==> src/rtl/layer_blitter.sv <==
// Rectangle fill engine: one command in, one VRAM write per in-bounds pixel out,
// row-major, stalling on wr_ready. Address advances incrementally per pixel/row.
module layer_blitter #(
  parameter int DATA_WIDTH = 13,
  parameter int AWIDTH     = 15,
  parameter int LWIDTH     = 160,
  parameter int LHEIGHT    = 120,
  parameter int CWIDTH     = 8
) (
  input  logic                  clk,
  input  logic                  rst,
  input  logic                  cmd_valid,
  output logic                  cmd_ready,
  input  logic [CWIDTH-1:0]     cmd_x,
  input  logic [CWIDTH-1:0]     cmd_y,
  input  logic [CWIDTH-1:0]     cmd_w,
  input  logic [CWIDTH-1:0]     cmd_h,
  input  logic [DATA_WIDTH-1:0] cmd_data,
  output logic                  wr_en,
  output logic [AWIDTH-1:0]     wr_addr,
  output logic [DATA_WIDTH-1:0] wr_data,
  input  logic                  wr_ready,
  output logic                  busy,
  output logic                  done
);

  typedef enum logic {IDLE, FILL} state_t;

  localparam logic [AWIDTH-1:0] LW_A = AWIDTH'(LWIDTH);
  localparam logic [CWIDTH:0]   LW_C = (CWIDTH+1)'(LWIDTH);
  localparam logic [CWIDTH:0]   LH_C = (CWIDTH+1)'(LHEIGHT);

  state_t              state;
  logic [CWIDTH-1:0]   x, w, h, col, row;
  logic [CWIDTH:0]     px, py;
  logic [AWIDTH-1:0]   base;

  logic [CWIDTH:0]     nxt_px, nxt_py;
  logic [AWIDTH-1:0]   nxt_base, nxt_addr;
  logic                nxt_inb, col_last, last, retire;

  assign col_last = (col == w - CWIDTH'(1));
  assign last     = col_last && (row == h - CWIDTH'(1));
  assign retire   = !wr_en || wr_ready;

  // Row base may wrap for rows past the layer; such rows never write, so the
  // truncation is harmless for every in-bounds pixel.
  always_comb begin
    nxt_px   = px;
    nxt_py   = py;
    nxt_base = base;
    if (state == IDLE) begin
      nxt_px   = {1'b0, cmd_x};
      nxt_py   = {1'b0, cmd_y};
      nxt_base = AWIDTH'(cmd_y) * LW_A;
    end else if (col_last) begin
      nxt_px   = {1'b0, x};
      nxt_py   = py + (CWIDTH+1)'(1);
      nxt_base = base + LW_A;
    end else begin
      nxt_px   = px + (CWIDTH+1)'(1);
    end
    nxt_inb  = (nxt_px < LW_C) && (nxt_py < LH_C);
    nxt_addr = nxt_base + AWIDTH'(nxt_px);
  end

  always_ff @(posedge clk) begin
    if (rst) begin
      state     <= IDLE;
      cmd_ready <= 1'b1;
      wr_en     <= 1'b0;
      wr_addr   <= '0;
      wr_data   <= '0;
      busy      <= 1'b0;
      done      <= 1'b0;
      x         <= '0;
      w         <= '0;
      h         <= '0;
      col       <= '0;
      row       <= '0;
      px        <= '0;
      py        <= '0;
      base      <= '0;
    end else begin
      done <= 1'b0;
      case (state)
        IDLE: begin
          if (cmd_valid) begin
            x       <= cmd_x;
            w       <= cmd_w;
            h       <= cmd_h;
            wr_data <= cmd_data;
            if (cmd_w != '0 && cmd_h != '0) begin
              state     <= FILL;
              busy      <= 1'b1;
              cmd_ready <= 1'b0;
              col       <= '0;
              row       <= '0;
              px        <= nxt_px;
              py        <= nxt_py;
              base      <= nxt_base;
              wr_en     <= nxt_inb;
              if (nxt_inb) wr_addr <= nxt_addr;
            end else begin
              done <= 1'b1;
            end
          end
        end
        FILL: begin
          if (retire) begin
            if (last) begin
              state     <= IDLE;
              busy      <= 1'b0;
              cmd_ready <= 1'b1;
              wr_en     <= 1'b0;
              done      <= 1'b1;
            end else begin
              if (col_last) begin
                col <= '0;
                row <= row + CWIDTH'(1);
              end else begin
                col <= col + CWIDTH'(1);
              end
              px    <= nxt_px;
              py    <= nxt_py;
              base  <= nxt_base;
              wr_en <= nxt_inb;
              if (nxt_inb) wr_addr <= nxt_addr;
            end
          end
        end
        default: state <= IDLE;
      endcase
    end
  end

endmodule

==> config.mk <==
export PLATFORM = sky130hd
export DESIGN_NAME = layer_blitter
export DESIGN_NICKNAME = d
export VERILOG_FILES = /design/src/rtl/layer_blitter.sv
export SDC_FILE = /design/constraint.sdc
export NUM_CORES = 1
export LEC_CHECK = 0
export CAP_MARGIN = 20
export CORE_MARGIN = 3
export CORE_UTILIZATION = 30
export CTS_CLUSTER_SIZE = 8
export DETAILED_ROUTE_END_ITERATION = 10
export PLACE_DENSITY_LB_ADDON = 0.1
export RECOVER_POWER = 100
export SLEW_MARGIN = 40
export SYNTH_ARGS = -nofsm -noshare
export SYNTH_HDL_FRONTEND = slang
export SYNTH_SLANG_ARGS = --single-unit
export TNS_END_PERCENT = 5
==> constraint.sdc <==
create_clock -name clk -period 5 [get_ports clk]
set_input_delay 1 -clock clk [delete_from_list [all_inputs] [get_ports clk]]
set_output_delay 1 -clock clk [all_outputs]
set_load 0.02 [all_outputs]
==> results of run 1 <==
cell type report:
cell class	count	area (sq um)
tap	270	338
multi-input combinational	624	3950
clock buffer	9	225
timing repair buffer	92	895
clock inverter	7	100
fill	2136	12700
sequential	106	2120
inverter	18	67.6
registers in the layout (all words and copies together), names as in the netlist, 9 cells and up:
signal   cells
base        15
px           9
py           9
wr_addr     15
wr_data     13
layer usage:
metal	share of wire	up-vias	GRT usage
met5	0	-	0
met4	0.0064	0	0.0363
met3	0.048	7	0.0320
met2	0.45	105	0.250
met1	0.49	2585	0.213
li1	-	2896	-
cell usage after synthesis, drive strengths merged, types with 3 or more instances:
| cell | instances |
|---|---|
| a211oi | 5 |
| a21o | 6 |
| a21oi | 75 |
| a221oi | 4 |
| a31oi | 9 |
| and2 | 13 |
| and3 | 10 |
| and4 | 4 |
| buf | 14 |
| clkbuf | 27 |
| dfxtp | 106 |
| ha | 26 |
| inv | 18 |
| mux2 | 3 |
| mux2i | 30 |
| nand2 | 124 |
| nand2b | 11 |
| nand3 | 26 |
| nand4 | 10 |
| nor2 | 74 |
| nor2b | 12 |
| nor3 | 12 |
| nor3b | 3 |
| nor4 | 8 |
| o211a | 3 |
| o211ai | 7 |
| o21a | 3 |
| o21ai | 28 |
| o21bai | 9 |
| o31ai | 7 |
| or2 | 4 |
| or3 | 6 |
| or4 | 4 |
| xnor2 | 31 |
| xor2 | 28 |
stage by stage:
step,worst slack [ns],area (sq um),utilization,power [mW]
3_5_place_dp,0.186,7350,0.360,1.53
2_1_floorplan,0.111,6300,-,1.34
4_1_cts,0.161,7680,0.376,2.35
6_report,0.327,7700,0.377,2.30
5_1_grt,0.00737,7700,0.377,2.44
3_3_place_gp,0.335,7350,0.360,1.53
cells by family (layout without fill, tap and decap cells):
family                     after synthesis  in the layout  synth area share
AOI/OAI and AO/OA                      176            176             0.181
xor gates and xnor gates                59             59            0.0820
adders and majority gates               29             29            0.0596
buffers and inverters                   59            126            0.0409
DFF                                    106            106             0.337
muxes                                   33             33            0.0530
and+or+nand+nor                        327            327             0.247
critical path, stage by stage (launching register included):
cell      delay [ns]
dfxtp_1         0.35
or4_4           0.59
o211a_1         0.26
a311oi_4        0.39
a211oi_2        0.17
buf_4           0.19
a21oi_1         0.13
a21oi_1         0.10
ha_1            0.24
fa_1            0.43
a211oi_2        0.28
o21bai_1        0.10
a21oi_1         0.14
buf_4           0.16
nor3_1          0.05
a211oi_1        0.28
a311oi_2        0.18
o211ai_1        0.24
xor2_1          0.17
a21oi_1         0.10
how the worst max path moves through the flow:
stage	end
2_1_floorplan	wr_addr[12]
3_3_place_gp	wr_addr[10]
3_5_place_dp	wr_addr[12]
4_1_cts	wr_addr[12]
5_1_grt	wr_addr[12]
6_report	wr_addr[12]
power groups by stage:
stage	sequential [mW]	combinational (mW)	clock, mW
3_3_place_gp	0.982	0.546	0
3_5_place_dp	0.983	0.551	0
4_1_cts	0.964	0.555	0.826
6_report	0.964	0.546	0.789
5_1_grt	0.973	0.607	0.855
2_1_floorplan	0.991	0.350	0
repair_timing:
item                                    in CTS  in global routing
resized for setup                            0                  5
endpoints found under the hold margin        0                  0
endpoints found under the setup margin       0                  3
==> impl_metrics.ini, run 1 <==
[timing]
tns_ns = 0
finalCritPeriodShare = 0.935
hold_viol = 0
whs_ns = 0.451
slew_headroom = -0.167
min_period_ns = 4.67
grt_setup_unrepaired = false
report.final.slew_viol_count = 38
finClkSkew_ns = 0.00760
worst_pin_slew_ns = 1.75
setup_viol = 0
fmax_mhz = 214

[yosys]
synth_top_area_frac = 0.337
ys.warnings.count = 0
avgSynthCellArea_sq_um = 7.99
synthFlopType = dfxtp_1
synth_cells = 789
synth.distinct_cells = 68
synthArstFlopShare = 0
synth_area_sq_um = 6300
synth_top_cell_by_area = dfxtp_1
netlist_top_cells_area = dfxtp_1, nand2_1, a21oi_1
syn-num-nets = 866
synth-seq-cells = 106
synth-edff-count = 0
yosysSeqAreaShare = 0.337

[worst_setup_path]
crit_required_ns = 5.24
crit_path_start = w[0]
r2r_cells = 19
crit_fanout = 8
rrSetupSlack_ns = 0.33
cp-end-kind = register
rr_endpoint = wr_addr[12]
crit_arrival_ns = 4.91
critPathLaunchType = register
critical_path_class = register to register
timing.rr.start = w[0]

[layout]
n_antenna_cell = 0
final_common_cell = nand2_1
most-common-layout-cells = nand2_1, dfxtp_1, a21oi_1
drive_gt1_frac = 0.0654
fin_cells = 1126
syn2layout_area_growth_pct = 22.2
layout.nets = 928

[clocking]
clk_pin_slew_ns = 0.08
cts_tree = done
clockBufferDepth = 2
cts_max_level = 3
postCtsSetupBuffers = 0
cts-root-buf = clkbuf_16
cts_sinks = 106
clk_latency_ns = 0.35
numCtsBuffers = 9
ctsHoldBuffers = 0

[floorplan]
rows = 52
pin_count = 81
die_h_microns = 151
die_area_sq_um = 22800
fp.coreArea_sq_um = 20400
die_x_microns = 151
initial_utilization = 0.308

[route]
route.detailed.wl_per_inst_microns = 15.5
drtAntennaViolNets = 0
dr.pass1.iters = 5
vias = 5593
drcViolationCount = 0
via_per_inst = 4.97
drt_iter0_drc = 305
wl_microns = 17500

[global_route]
grt_max_degree = 49
overflow = 0
grt_pass1_wl_microns = 28200
grt_pass1_vias = 5482
gr-usage-all-layers = 0.155
antenna_found_initial = 0

[worst_hold_path]
worstHoldStart = wr_data[3]
hold-path-endpoint = wr_data[3]
hold_depth = 2
hp-class = register to register

[run]
cap_violations = 1

[power]
clkPwrFrac = 0.343
power_density_nw_per_um2 = 298
p_sw_frac = 0.310
p_int_mw = 1.59
vdd_drop_max_mv = 0.153
p_switching_uw = 713
leakage_nw = 2.96
combinationalPowerShare = 0.238
p_seq_frac = 0.419

[placement]
place_inst = 1110
port_buffers = 80
gp_congestion = 0.850
dp_hpwl_microns = 12600

[status]
violations = max-capacitance violations, max-slew violations
status = finished, violations left
No activity file was read; power rests on OpenSTA's default activity.
==> inputs of run 2 (changes only) <==
- SLEW_MARGIN: 40 -> not set
==> run 2 against run 1 <==
- fmax fell by 0.41%
- global-route usage hardly changed
- the flow still finishes with violations (max-capacitance violations, max-slew violations)
- clock skew up 0.0030 ns
- wire length grew 0.45%
- clock-buffer cell count rose by 2
- combinational power about the same
- sequential share of layout area grew 0.11 points
- sequential cell count is the same
==> impl_metrics.ini, run 2 (synthesis results as in run 1) <==
[global_route]
grt_max_degree = 49
grt_pass1_wl_microns = 28300
grt_pass1_vias = 5475
gr-usage-all-layers = 0.155
overflow = 0
antenna_found_initial = 0

[route]
drtAntennaViolNets = 0
wl_met1_microns = 8650
wl_microns = 17600
route.detailed.wl_per_inst_microns = 15.6
dr.pass1.iters = 5
drcViolationCount = 0
dr_wl_met2_microns = 7920
via_per_inst = 5.04
routed.top_layer = met4
vias = 5678
wl_met3_microns = 816
drt_iter0_drc = 343

[layout]
most-common-layout-cells = nand2_1, dfxtp_1, a21oi_1
top_regs = base: 15 flops, wr_addr: 15 flops, wr_data: 13 flops
final_area_sq_um = 7670
drive_gt1_frac = 0.0631
layout.nets = 928
final_common_cell = nand2_1
syn2layout_area_growth_pct = 21.7
n_antenna_cell = 0

[power]
p_sw_frac = 0.312
combinationalPowerShare = 0.243
leakage_nw = 2.95
clkPwrFrac = 0.329
p_switching_uw = 703
p_seq_frac = 0.428
p_int_mw = 1.55
vdd_drop_max_mv = 0.157
power_density_nw_per_um2 = 293

[floorplan]
die_x_microns = 151
pin_count = 81
fp.coreArea_sq_um = 20400
die_area_sq_um = 22800
die_h_microns = 151
initial_utilization = 0.308
rows = 52

[worst_setup_path]
r2r_cells = 19
rrSetupSlack_ns = 0.31
crit_path_start = w[0]
crit_required_ns = 5.25
critPathLaunchType = register
critical_path_class = register to register
timing.rr.start = w[0]
cp-end-kind = register
crit_fanout = 8
crit_arrival_ns = 4.94
rr_endpoint = wr_addr[12]

[clocking]
cts_sinks = 106
cts-root-buf = clkbuf_16
postCtsSetupBuffers = 0
ctsHoldBuffers = 0
cts_tree = done
clk_latency_ns = 0.36
numCtsBuffers = 9
cts_max_level = 3
clk_pin_slew_ns = 0.07
clockBufferDepth = 2

[timing]
finClkSkew_ns = 0.0106
hold_viol = 0
worst_pin_slew_ns = 1.95
slew_headroom = -0.299
tns_ns = 0
finalCritPeriodShare = 0.938
fmax_mhz = 213
setup_viol = 0
min_period_ns = 4.69
report.final.slew_viol_count = 78
grt_setup_unrepaired = false

[status]
violations = max-capacitance violations, max-slew violations
status = finished, violations left

[placement]
port_buffers = 80
gp_congestion = 0.850
dp_hpwl_microns = 12600
postPlaceCellArea_sq_um = 7350

[worst_hold_path]
hold_depth = 2
hold-path-endpoint = wr_data[3]
hp-class = register to register
worstHoldStart = wr_data[3]

[run]
cap_violations = 2
[run 2: final cells by class]
cell class / count / area (sq um)
Inverter: 18 / 67.6
Timing Repair Buffer: 92 / 886
Clock inverter: 5 / 60.1
Fill cell: 2141 / 12800
Multi-Input combinational cell: 624 / 3950
Clock buffer: 11 / 243
Tap cell: 270 / 338
Sequential cell: 106 / 2120
[run 2: critical path: stages, from the launching register on]
cell,delay [ns]
dfxtp_1,0.35
or4_4,0.59
o211a_1,0.26
a311oi_4,0.39
a211oi_2,0.18
clkbuf_2,0.19
a21oi_1,0.15
a21oi_1,0.10
ha_1,0.24
fa_1,0.43
a211oi_2,0.28
o21bai_1,0.10
a21oi_1,0.14
buf_4,0.16
nor3_1,0.05
a211oi_1,0.28
a311oi_2,0.17
o211ai_1,0.24
xor2_1,0.17
a21oi_1,0.10
[run 2: power by group through the flow]
stage	logic, mW	clock network, mW	registers, mW
final	0.547	0.740	0.964
after global routing	0.608	0.808	0.973
after CTS	0.555	0.781	0.964
after detailed placement	0.550	0	0.983
after global placement	0.546	0	0.982
after floorplan	0.350	0	0.991
[run 2: per-stage QoR]
stage | hold WS, ns | power, mW | setup WS [ns] | utilization | std cells
detailed placement | 0.438 | 1.53 | 0.186 | 0.360 | 1110
finish | 0.451 | 2.25 | 0.308 | 0.375 | 1126
global route | 0.469 | 2.39 | 0.00837 | 0.375 | 1126
global placement | 0.441 | 1.53 | 0.335 | 0.360 | 1110
CTS | 0.458 | 2.30 | 0.164 | 0.375 | 1126
floorplan | 0.422 | 1.34 | 0.111 | - | 789
[run 2: worst max-delay path by stage]
stage	slack, ns	cells after the start	endpoint
final	0.31	19	wr_addr[12]
after global routing	0.008	19	wr_addr[12]
after CTS	0.16	19	wr_addr[12]
after detailed placement	0.19	19	wr_addr[12]
after global placement	0.34	19	wr_addr[10]
after floorplan	0.11	22	wr_addr[12]
[run 2: timing repair]
action                                 in CTS  in global routing
endpoints found under the hold margin       0                  0
gates resized for setup                     0                  5
setup endpoints to repair                   0                  3
[run 2: per-layer routing]
metal / track usage / up-vias
li1: - / 2892
met1: 0.212 / 2639
met2: 0.252 / 128
met3: 0.0365 / 19
met4: 0.0308 / 0
met5: 0 / -
==> inputs of run 3 (changes only) <==
- CAP_MARGIN: 20 -> 10
==> results of run 3 <==
Same layout as run 2: the final DEF is identical, and so are final timing and power.
